## src/rtl/maxpool_layer_ctrl_pkg.sv

```systemverilog
// rtl/maxpool_layer_ctrl_pkg.sv - shared codes and state types for the maxpool layer sequencer
package maxpool_layer_ctrl_pkg;

  localparam logic [3:0] ST_IDLE = 4'b0000;
  localparam logic [3:0] ST_BUSY = 4'b0001;
  localparam logic [3:0] ST_ERR  = 4'b1110;
  localparam logic [3:0] ST_DONE = 4'b1111;

  localparam logic [3:0] SW_RESHAPE = 4'b1000;
  localparam logic [3:0] OP_MAXPOOL = 4'b0100;
  localparam logic [3:0] OP_ACK     = 4'b1111;

  typedef enum logic [2:0] {
    FSM_IDLE,
    FSM_CFG,
    FSM_RUN,
    FSM_DONE,
    FSM_ERR
  } ctrl_state_t;

  // Channel units are 32 channels each; beats per pixel is a pure left shift.
  function automatic int cpp_shift(input int ch_per_beat);
    return 5 - $clog2(ch_per_beat);
  endfunction

endpackage

```

## src/rtl/maxpool_layer_ctrl_if.sv

```systemverilog
// rtl/maxpool_layer_ctrl_if.sv - DMA/datapath start, pool config and stream snoop bundle
interface maxpool_layer_ctrl_if #(
  parameter int WIDTH_FEATURE_SIZE = 12
);
  logic                          DMA_Read_Start;
  logic                          DMA_Write_Start;
  logic                          pool_start;
  logic [WIDTH_FEATURE_SIZE-1:0] pool_row_width;
  logic [15:0]                   pool_beats_per_pix;
  logic                          S_Valid;
  logic                          S_Ready;
  logic                          M_Valid;
  logic                          M_Ready;

  modport master (
    output DMA_Read_Start, DMA_Write_Start, pool_start, pool_row_width, pool_beats_per_pix,
    input  S_Valid, S_Ready, M_Valid, M_Ready
  );

  modport slave (
    input  DMA_Read_Start, DMA_Write_Start, pool_start, pool_row_width, pool_beats_per_pix,
    output S_Valid, S_Ready, M_Valid, M_Ready
  );
endinterface

```

## src/rtl/maxpool_layer_ctrl_beat_counter.sv

```systemverilog
// rtl/maxpool_layer_ctrl_beat_counter.sv - beat counter that stops at its limit and flags equality
module maxpool_layer_ctrl_beat_counter #(
  parameter int CNT_W = 32
) (
  input  logic             clk,
  input  logic             rst,
  input  logic             en,
  input  logic             clr,
  input  logic [CNT_W-1:0] limit,
  output logic [CNT_W-1:0] count,
  output logic             hit
);

  assign hit = (count == limit);

  always_ff @(posedge clk or negedge rst) begin
    if (!rst) begin
      count <= '0;
    end else if (clr) begin
      count <= '0;
    end else if (en && !hit) begin
      count <= count + CNT_W'(1);
    end
  end

endmodule

```

## src/rtl/maxpool_layer_ctrl.sv

```systemverilog
// rtl/maxpool_layer_ctrl.sv - ReShape-path 2x2 maxpool layer sequencer
module maxpool_layer_ctrl
  import maxpool_layer_ctrl_pkg::*;
#(
  parameter int WIDTH_FEATURE_SIZE = 12,
  parameter int WIDTH_CHANNEL_NUM  = 10,
  parameter int CH_PER_BEAT        = 16,
  parameter int CNT_W              = 32
) (
  input  logic                clk,
  input  logic                rst,
  input  logic [3:0]          Switch,
  input  logic [7:0]          Control_RE,
  input  logic [31:0]         Reg_7,
  output logic [3:0]          State_RE,
  output logic                irq_done,
  maxpool_layer_ctrl_if.master dp
);

  localparam int CPP_SHIFT = cpp_shift(CH_PER_BEAT);

  ctrl_state_t                   state, state_d;
  logic [WIDTH_FEATURE_SIZE-1:0] w_q;
  logic [WIDTH_CHANNEL_NUM-1:0]  u_q;
  logic [CNT_W-1:0]              in_total, out_total, in_cnt, out_cnt;
  logic [CNT_W-1:0]              w_ext, half_w, cpp;
  logic                          start_pulse, in_hit, out_hit;
  logic                          start_cmd, ack_cmd, cfg_bad;
  logic                          unused_bits;

  assign start_cmd = (Switch == SW_RESHAPE) && (Control_RE[3:0] == OP_MAXPOOL);
  assign ack_cmd   = (Control_RE[3:0] == OP_ACK);
  assign cfg_bad   = (w_q == '0) || w_q[0] || (u_q == '0);
  assign w_ext     = CNT_W'(w_q);
  assign half_w    = CNT_W'(w_q >> 1);
  assign cpp       = CNT_W'(u_q) << CPP_SHIFT;

  assign unused_bits = ^{Control_RE[7:4], Reg_7, in_cnt, in_hit};

  always_comb begin
    state_d = state;
    case (state)
      FSM_IDLE: if (start_cmd) state_d = FSM_CFG;
      FSM_CFG:  state_d = cfg_bad ? FSM_ERR : FSM_RUN;
      FSM_RUN:  if (out_hit) state_d = FSM_DONE;
      FSM_DONE: if (ack_cmd) state_d = FSM_IDLE;
      FSM_ERR:  if (ack_cmd) state_d = FSM_IDLE;
      default:  state_d = FSM_IDLE;
    endcase
  end

  always_comb begin
    State_RE = ST_IDLE;
    case (state)
      FSM_CFG, FSM_RUN: State_RE = ST_BUSY;
      FSM_DONE:         State_RE = ST_DONE;
      FSM_ERR:          State_RE = ST_ERR;
      default:          State_RE = ST_IDLE;
    endcase
  end

  always_ff @(posedge clk or negedge rst) begin
    if (!rst) begin
      state                 <= FSM_IDLE;
      w_q                   <= '0;
      u_q                   <= '0;
      in_total              <= '0;
      out_total             <= '0;
      start_pulse           <= 1'b0;
      irq_done              <= 1'b0;
      dp.pool_row_width     <= '0;
      dp.pool_beats_per_pix <= '0;
    end else begin
      state       <= state_d;
      start_pulse <= 1'b0;
      irq_done    <= (state == FSM_RUN && out_hit) || (state == FSM_CFG && cfg_bad);
      if (state == FSM_IDLE && start_cmd) begin
        w_q <= Reg_7[WIDTH_FEATURE_SIZE-1:0];
        u_q <= Reg_7[16 +: WIDTH_CHANNEL_NUM];
      end
      // Totals are only consumed in RUN, so registering them at the CFG edge is enough.
      if (state == FSM_CFG && !cfg_bad) begin
        in_total              <= w_ext * w_ext * cpp;
        out_total             <= half_w * half_w * cpp;
        start_pulse           <= 1'b1;
        dp.pool_row_width     <= w_q;
        dp.pool_beats_per_pix <= 16'(cpp);
      end
    end
  end

  assign dp.DMA_Read_Start  = start_pulse;
  assign dp.DMA_Write_Start = start_pulse;
  assign dp.pool_start      = start_pulse;

  maxpool_layer_ctrl_beat_counter #(.CNT_W(CNT_W)) u_in_cnt (
    .clk   (clk),
    .rst   (rst),
    .en    (state == FSM_RUN && dp.S_Valid && dp.S_Ready),
    .clr   (state == FSM_IDLE && start_cmd),
    .limit (in_total),
    .count (in_cnt),
    .hit   (in_hit)
  );

  maxpool_layer_ctrl_beat_counter #(.CNT_W(CNT_W)) u_out_cnt (
    .clk   (clk),
    .rst   (rst),
    .en    (state == FSM_RUN && dp.M_Valid && dp.M_Ready),
    .clr   (state == FSM_IDLE && start_cmd),
    .limit (out_total),
    .count (out_cnt),
    .hit   (out_hit)
  );

endmodule

```

## src/flat_wrapper.sv

```systemverilog
// flat-port wrapper written by rule: the top's interface ports become plain ports
module maxpool_layer_ctrl_flat import maxpool_layer_ctrl_pkg::*;
#(
  parameter int WIDTH_FEATURE_SIZE = 12,
  parameter int WIDTH_CHANNEL_NUM  = 10,
  parameter int CH_PER_BEAT        = 16,
  parameter int CNT_W              = 32
)
  (clk, rst, Switch, Control_RE, Reg_7, State_RE, irq_done, dp_DMA_Read_Start, dp_DMA_Write_Start, dp_pool_start, dp_pool_row_width, dp_pool_beats_per_pix, dp_S_Valid, dp_S_Ready, dp_M_Valid, dp_M_Ready);
  maxpool_layer_ctrl_if #(.WIDTH_FEATURE_SIZE(WIDTH_FEATURE_SIZE)) dp_i ();
  input  logic clk;
  input  logic rst;
  input  logic [3:0] Switch;
  input  logic [7:0] Control_RE;
  input  logic [31:0] Reg_7;
  output logic [3:0] State_RE;
  output logic irq_done;
  output wire logic [$bits(dp_i.DMA_Read_Start)-1:0] dp_DMA_Read_Start;
  output wire logic [$bits(dp_i.DMA_Write_Start)-1:0] dp_DMA_Write_Start;
  output wire logic [$bits(dp_i.pool_start)-1:0] dp_pool_start;
  output wire logic [$bits(dp_i.pool_row_width)-1:0] dp_pool_row_width;
  output wire logic [$bits(dp_i.pool_beats_per_pix)-1:0] dp_pool_beats_per_pix;
  input wire logic [$bits(dp_i.S_Valid)-1:0] dp_S_Valid;
  input wire logic [$bits(dp_i.S_Ready)-1:0] dp_S_Ready;
  input wire logic [$bits(dp_i.M_Valid)-1:0] dp_M_Valid;
  input wire logic [$bits(dp_i.M_Ready)-1:0] dp_M_Ready;
  assign dp_DMA_Read_Start = dp_i.DMA_Read_Start;
  assign dp_DMA_Write_Start = dp_i.DMA_Write_Start;
  assign dp_pool_start = dp_i.pool_start;
  assign dp_pool_row_width = dp_i.pool_row_width;
  assign dp_pool_beats_per_pix = dp_i.pool_beats_per_pix;
  assign dp_i.S_Valid = dp_S_Valid;
  assign dp_i.S_Ready = dp_S_Ready;
  assign dp_i.M_Valid = dp_M_Valid;
  assign dp_i.M_Ready = dp_M_Ready;
  maxpool_layer_ctrl #(.WIDTH_FEATURE_SIZE(WIDTH_FEATURE_SIZE), .WIDTH_CHANNEL_NUM(WIDTH_CHANNEL_NUM), .CH_PER_BEAT(CH_PER_BEAT), .CNT_W(CNT_W)) u_core (.clk(clk), .rst(rst), .Switch(Switch), .Control_RE(Control_RE), .Reg_7(Reg_7), .State_RE(State_RE), .irq_done(irq_done), .dp(dp_i));
endmodule
```

## config.mk

```make
export PLATFORM = sky130hd
export DESIGN_NAME = maxpool_layer_ctrl_flat
export DESIGN_NICKNAME = d
export VERILOG_FILES = /design/src/rtl/maxpool_layer_ctrl_pkg.sv /design/src/rtl/maxpool_layer_ctrl_if.sv /design/src/rtl/maxpool_layer_ctrl_beat_counter.sv /design/src/rtl/maxpool_layer_ctrl.sv /design/src/flat_wrapper.sv
export SDC_FILE = /design/constraint.sdc
export NUM_CORES = 1
export LEC_CHECK = 0
export BUFFER_PORTS_ARGS = -buffer_cell sky130_fd_sc_hd__buf_4
export CAP_MARGIN = 30
export CORE_MARGIN = 5
export CORE_UTILIZATION = 35
export DETAILED_ROUTE_END_ITERATION = 10
export GPL_ROUTABILITY_DRIVEN = 0
export GPL_TIMING_DRIVEN = 0
export PLACE_DENSITY_LB_ADDON = 0.12
export SYNTH_ARGS = -nofsm -noshare
export SYNTH_HDL_FRONTEND = slang
export SYNTH_SLANG_ARGS = --single-unit
```

## constraint.sdc

```tcl
create_clock -name clk -period 11.4 [get_ports clk]
set_clock_uncertainty 0.05 [all_clocks]
set_input_delay 2.28 -clock clk [delete_from_list [all_inputs] [get_ports clk]]
set_output_delay 2.28 -clock clk [all_outputs]
set_load 0.01 [all_outputs]
```

==> metrics.md <==
| Metric | Value |
|---|---|
| Post-Synthesis Mean Instance Area | 8.97 um^2 |
| Count of buffering cells on the critical path with inverters included | 10 |
| Final count of hold timing violations | 0 |
| Number of antenna-violating nets in the routed design | 0 |
| Total clock buffers created by CTS | 9 |
| Post-Synthesis Cells | 1710 |
| Worst setup path startpoint | u_core.w_q[6]$_DFFE_PN0P_ |
| Worst slack, placed | 95.2 ps |
| First-pass GRT wire length | 68.3 mm |
| Path depth of the worst reg2reg path | 38 |
| Fraction of synthesis flops using an asynchronous set or reset pin | 100% |
| Post-synth top flop | sky130_fd_sc_hd__dfrtp_1 |
| Total number of yosys warnings | 0 |
| Post-synthesis cell area | 15300 um^2 |
| Floorplan die area | 48100 um^2 |
| Worst Path Arrival | 11100 ps |
| Overall track demand over capacity in global routing | 18.1% |
| Reg-to-reg startpoint | u_core.w_q[6]$_DFFE_PN0P_ |
| Largest net degree at the start of global routing | 60 |
| Worst Hold Depth | 2 |
| Slack of the critical path | 554 ps |
| Number of logic stages on the critical path including buffering | 38 |
| Detail-routed net length per standard cell | 17.9 um |
| CP max-delay cell | sky130_fd_sc_hd__fa_1 |
| Number of levels the H-tree was split into | 3 |
| Fraction of final layout cells with drive strength greater than 1 | 8.37% |
| Number of flip-flops and latches in the synthesized netlist | 112 |
| Transition time at the pin with the least slew margin | 996 ps |
| Element type at the critical path end | flip-flop |
| Antenna violations before repair | 2 |
| Top cell type's share of synthesized area | 27.3% |
| Cell taking the most area after synthesis | sky130_fd_sc_hd__fa_1 |
| Detailed Routing Iterations Pass 1 | 5 |
| Placeable Area | 43200 um^2 |
| Share of the yosys chip area belonging to registers | 18.3% |
| Die height | 219 um |
| Cell with the most instances after synthesis | sky130_fd_sc_hd__inv_1 |
| Count of clock tree sinks | 112 |
| Max Cap Violations | 0 |
| Total inserted antenna cells | 0 |
| Post-route insts no fill | 2388 |
| Largest delay share family, worst path | adder cells |
| Final worst-path cycle share | 95.1% |
| Per-cell via count in the routed design | 4.92 |
| Effective utilization at floorplan | 35.5% |
| I/O Pins | 86 |
| Met3 layer wire length in the routed design | 1.59 mm |
| Endpoint of the worst register-to-register path | u_core.out_total[31]$_DFFE_PN0P_ |
| Worst-path maximum fanout | 10 |
| Number of max-slew violations in the final report | 0 |
| Max frequency | 92.2 MHz |
| Kind of launch point of the worst setup path | flip-flop |
| Cell repeated most along the worst path | sky130_fd_sc_hd__fa_1 |
| Wire length on met1 | 19.2 mm |
| Final-stage net count | 2178 |
| Max-Slew Margin vs Limit | 33.1% |
| Setup Viol. Count Final | 0 |
| Path type of the worst setup path | reg2reg |
| Skew-Pair Late Insertion Delay | 380 ps |
| Number of hold buffers added after cts | 0 |
| Largest cells by area after synthesis | sky130_fd_sc_hd__fa_1 27%, sky130_fd_sc_hd__dfrtp_1 18%, sky130_fd_sc_hd__ha_1 9.9% |
| Number of buffers inserted by port buffering | 63 |
| Highest metal layer used by the detailed router | met4 |
| Fin crit period | 10850 ps |
| Chip Width | 219 um |
| Sum of met2 wire segment lengths after detailed routing | 21.1 mm |
| Number of buffers between clock root and the deepest sink | 2 |
| Total vias in the final route | 11800 |
| Critical path data required time | 11650 ps |
| Cells after DPL | 2373 |
| Worst stage delay on the critical path | 560 ps |
| Count of standard-cell rows | 76 |
| DRC violation count after routing | 0 |
| Remaining global-route overflow | 0 |
| Layout area overhead | 10.8% |
| Number of global-route vias before repair | 12300 |
| Drt initial violations | 580 |
| Clock tree from TritonCTS | done |
| Number of flops mapped to enable cells by yosys | 0 |
| Post-detailed-routing wire length | 42.8 mm |
| Clock root cell | sky130_fd_sc_hd__clkbuf_16 |
| Setup tns final | 0 ps |
| Detailed-placement wirelength estimate | 35.4 mm |
| Commonest cells in the synthesized netlist | 262 x sky130_fd_sc_hd__inv_1, 240 x sky130_fd_sc_hd__nand2_1, 209 x sky130_fd_sc_hd__fa_1, 121 x sky130_fd_sc_hd__ha_1, 119 x sky130_fd_sc_hd__and2_1 |
| Crit path to | u_core.out_total[31]$_DFFE_PN0P_ |
| Unique cell type count in the Yosys netlist | 76 |
| Clock-pin transition on the worst setup and hold timing paths | 80 ps |
| Setup repair after global routing missed its margin | no |
| Class of the worst hold path | reg2reg |
| Setup slack on the worst flop-to-flop path | 550 ps |
| Status | complete, no violations |
==> worst min path at each step <==
| stage | start | endpoint | slack, ps |
|---|---|---|---|
| after global routing | u_core.dp.pool_row_width[0]$_DFFE_PN0P_ | u_core.dp.pool_row_width[0]$_DFFE_PN0P_ | 460 |
| after global placement | u_core.dp.pool_beats_per_pix[4]$_DFFE_PN0P_ | u_core.dp.pool_beats_per_pix[4]$_DFFE_PN0P_ | 420 |
| after CTS | u_core.dp.pool_row_width[3]$_DFFE_PN0P_ | u_core.dp.pool_row_width[3]$_DFFE_PN0P_ | 440 |
| final | u_core.dp.pool_row_width[7]$_DFFE_PN0P_ | u_core.dp.pool_row_width[7]$_DFFE_PN0P_ | 440 |
| after detailed placement | u_core.dp.pool_row_width[3]$_DFFE_PN0P_ | u_core.dp.pool_row_width[3]$_DFFE_PN0P_ | 410 |
| after floorplan | u_core.out_total[3]$_DFFE_PN0P_ | u_core.out_total[3]$_DFFE_PN0P_ | 420 |
==> layout by cell type, fill, tap and decap left out, types with 5 or more instances in the layout <==
| master | Yosys | routed |
|---|---|---|
| sky130_fd_sc_hd__nor2_1 | 76 | 76 |
| sky130_fd_sc_hd__a21o_1 | 18 | 18 |
| sky130_fd_sc_hd__a31oi_1 | 12 | 12 |
| sky130_fd_sc_hd__nor3b_1 | 6 | 6 |
| sky130_fd_sc_hd__dfrtp_1 | 112 | 111 |
| sky130_fd_sc_hd__and4_1 | 9 | 9 |
| sky130_fd_sc_hd__conb_1 | 1 | 6 |
| sky130_fd_sc_hd__ha_1 | 121 | 121 |
| sky130_fd_sc_hd__nand3_1 | 24 | 24 |
| sky130_fd_sc_hd__nor2b_1 | 5 | 5 |
| sky130_fd_sc_hd__clkbuf_16 | 0 | 9 |
| sky130_fd_sc_hd__xnor2_1 | 38 | 38 |
| sky130_fd_sc_hd__clkbuf_1 | 57 | 48 |
| sky130_fd_sc_hd__buf_1 | 6 | 6 |
| sky130_fd_sc_hd__o211ai_1 | 7 | 7 |
| sky130_fd_sc_hd__o32ai_1 | 7 | 7 |
| sky130_fd_sc_hd__nor3_1 | 27 | 27 |
| sky130_fd_sc_hd__and2_1 | 119 | 119 |
| sky130_fd_sc_hd__mux2_2 | 12 | 12 |
| sky130_fd_sc_hd__nor4_1 | 14 | 14 |
| sky130_fd_sc_hd__buf_2 | 7 | 7 |
| sky130_fd_sc_hd__nand2b_1 | 11 | 11 |
| sky130_fd_sc_hd__nand4_1 | 18 | 18 |
| sky130_fd_sc_hd__fa_1 | 209 | 209 |
| sky130_fd_sc_hd__a211oi_1 | 8 | 8 |
| sky130_fd_sc_hd__a311oi_1 | 8 | 6 |
| sky130_fd_sc_hd__a21oi_1 | 26 | 26 |
| sky130_fd_sc_hd__inv_1 | 262 | 262 |
| sky130_fd_sc_hd__o31ai_1 | 7 | 7 |
| sky130_fd_sc_hd__and3_1 | 12 | 12 |
| sky130_fd_sc_hd__nand2_1 | 240 | 240 |
| sky130_fd_sc_hd__clkbuf_2 | 1 | 10 |
| sky130_fd_sc_hd__o21ai_0 | 69 | 68 |
| sky130_fd_sc_hd__buf_4 | 10 | 79 |
| sky130_fd_sc_hd__or3_1 | 6 | 6 |
| sky130_fd_sc_hd__o21a_1 | 7 | 7 |
| sky130_fd_sc_hd__a2111oi_0 | 7 | 5 |
| sky130_fd_sc_hd__xor2_1 | 66 | 65 |
==> per-layer routing <==
layer | up-vias | GRT usage, %
met5 | - | 0
met4 | 0 | 4.84
met3 | 41 | 2.79
met2 | 213 | 31.3
met1 | 5848 | 23.8
li1 | 5655 | -
==> through the flow <==
| step | hold slack, ps | instance area [um^2] | util [%] |
|---|---|---|---|
| after floorplan | 415 | 15400 | - |
| after global placement | 416 | 16600 | 38.4 |
| after detailed placement | 415 | 16700 | 38.6 |
| after CTS | 440 | 17000 | 39.3 |
| after global routing | 463 | 17000 | 39.4 |
| final | 437 | 17000 | 39.4 |
==> layout make-up <==
type	count	area, um^2
flip-flops and latches	112	2800
multi-input cells	1256	11200
fillers	4470	26200
clock inverters	4	37.5
clock buffers	12	256
repair buffers	73	578
well taps	585	732
inverters	266	998
plain buffers	80	359
==> state kept, by name (all words and copies together) (netlist names), 3 cells and up <==
signal,count
u_core.dp.pool_row_width,12
u_core.u_q,10
u_core.state,3
u_core.dp.pool_beats_per_pix,10
u_core.out_total,31
u_core.u_out_cnt.count,32
u_core.w_q,12
==> repair_timing <==
item,CTS,global route
setup endpoints to repair,0,3
buffers inserted,0,0
gates resized for setup,0,25
==> kinds of logic (layout without fill, tap and decap cells) <==
| logic type | after synthesis | after routing | share of synthesized area [%] |
|---|---|---|---|
| flops | 112 | 112 | 18.3 |
| other cells | 1 | 6 | 0.0244 |
| buf+inv | 347 | 435 | 8.80 |
| compound gates | 217 | 217 | 9.99 |
| simple gates | 585 | 585 | 18.8 |
| xor+xnor | 104 | 104 | 5.94 |
| fa+ha+maj | 330 | 330 | 37.1 |
| mux | 14 | 14 | 1.01 |
==> worst register-to-register path: cells and delay by family, from the launching register on <==
family                   cells  cell delay [ps]
AO/OA/AOI/OAI               10             2190
multiplexers                 1              140
adder cells (fa/ha/maj)     12             5860
buffers and inverters       10              800
flip-flops                   1              440
AND/OR/NAND/NOR              5             1310
Power is left out: the tool's default activity adds up to more than one toggle a clock period on the data nets, which glitch-free logic cannot reach.
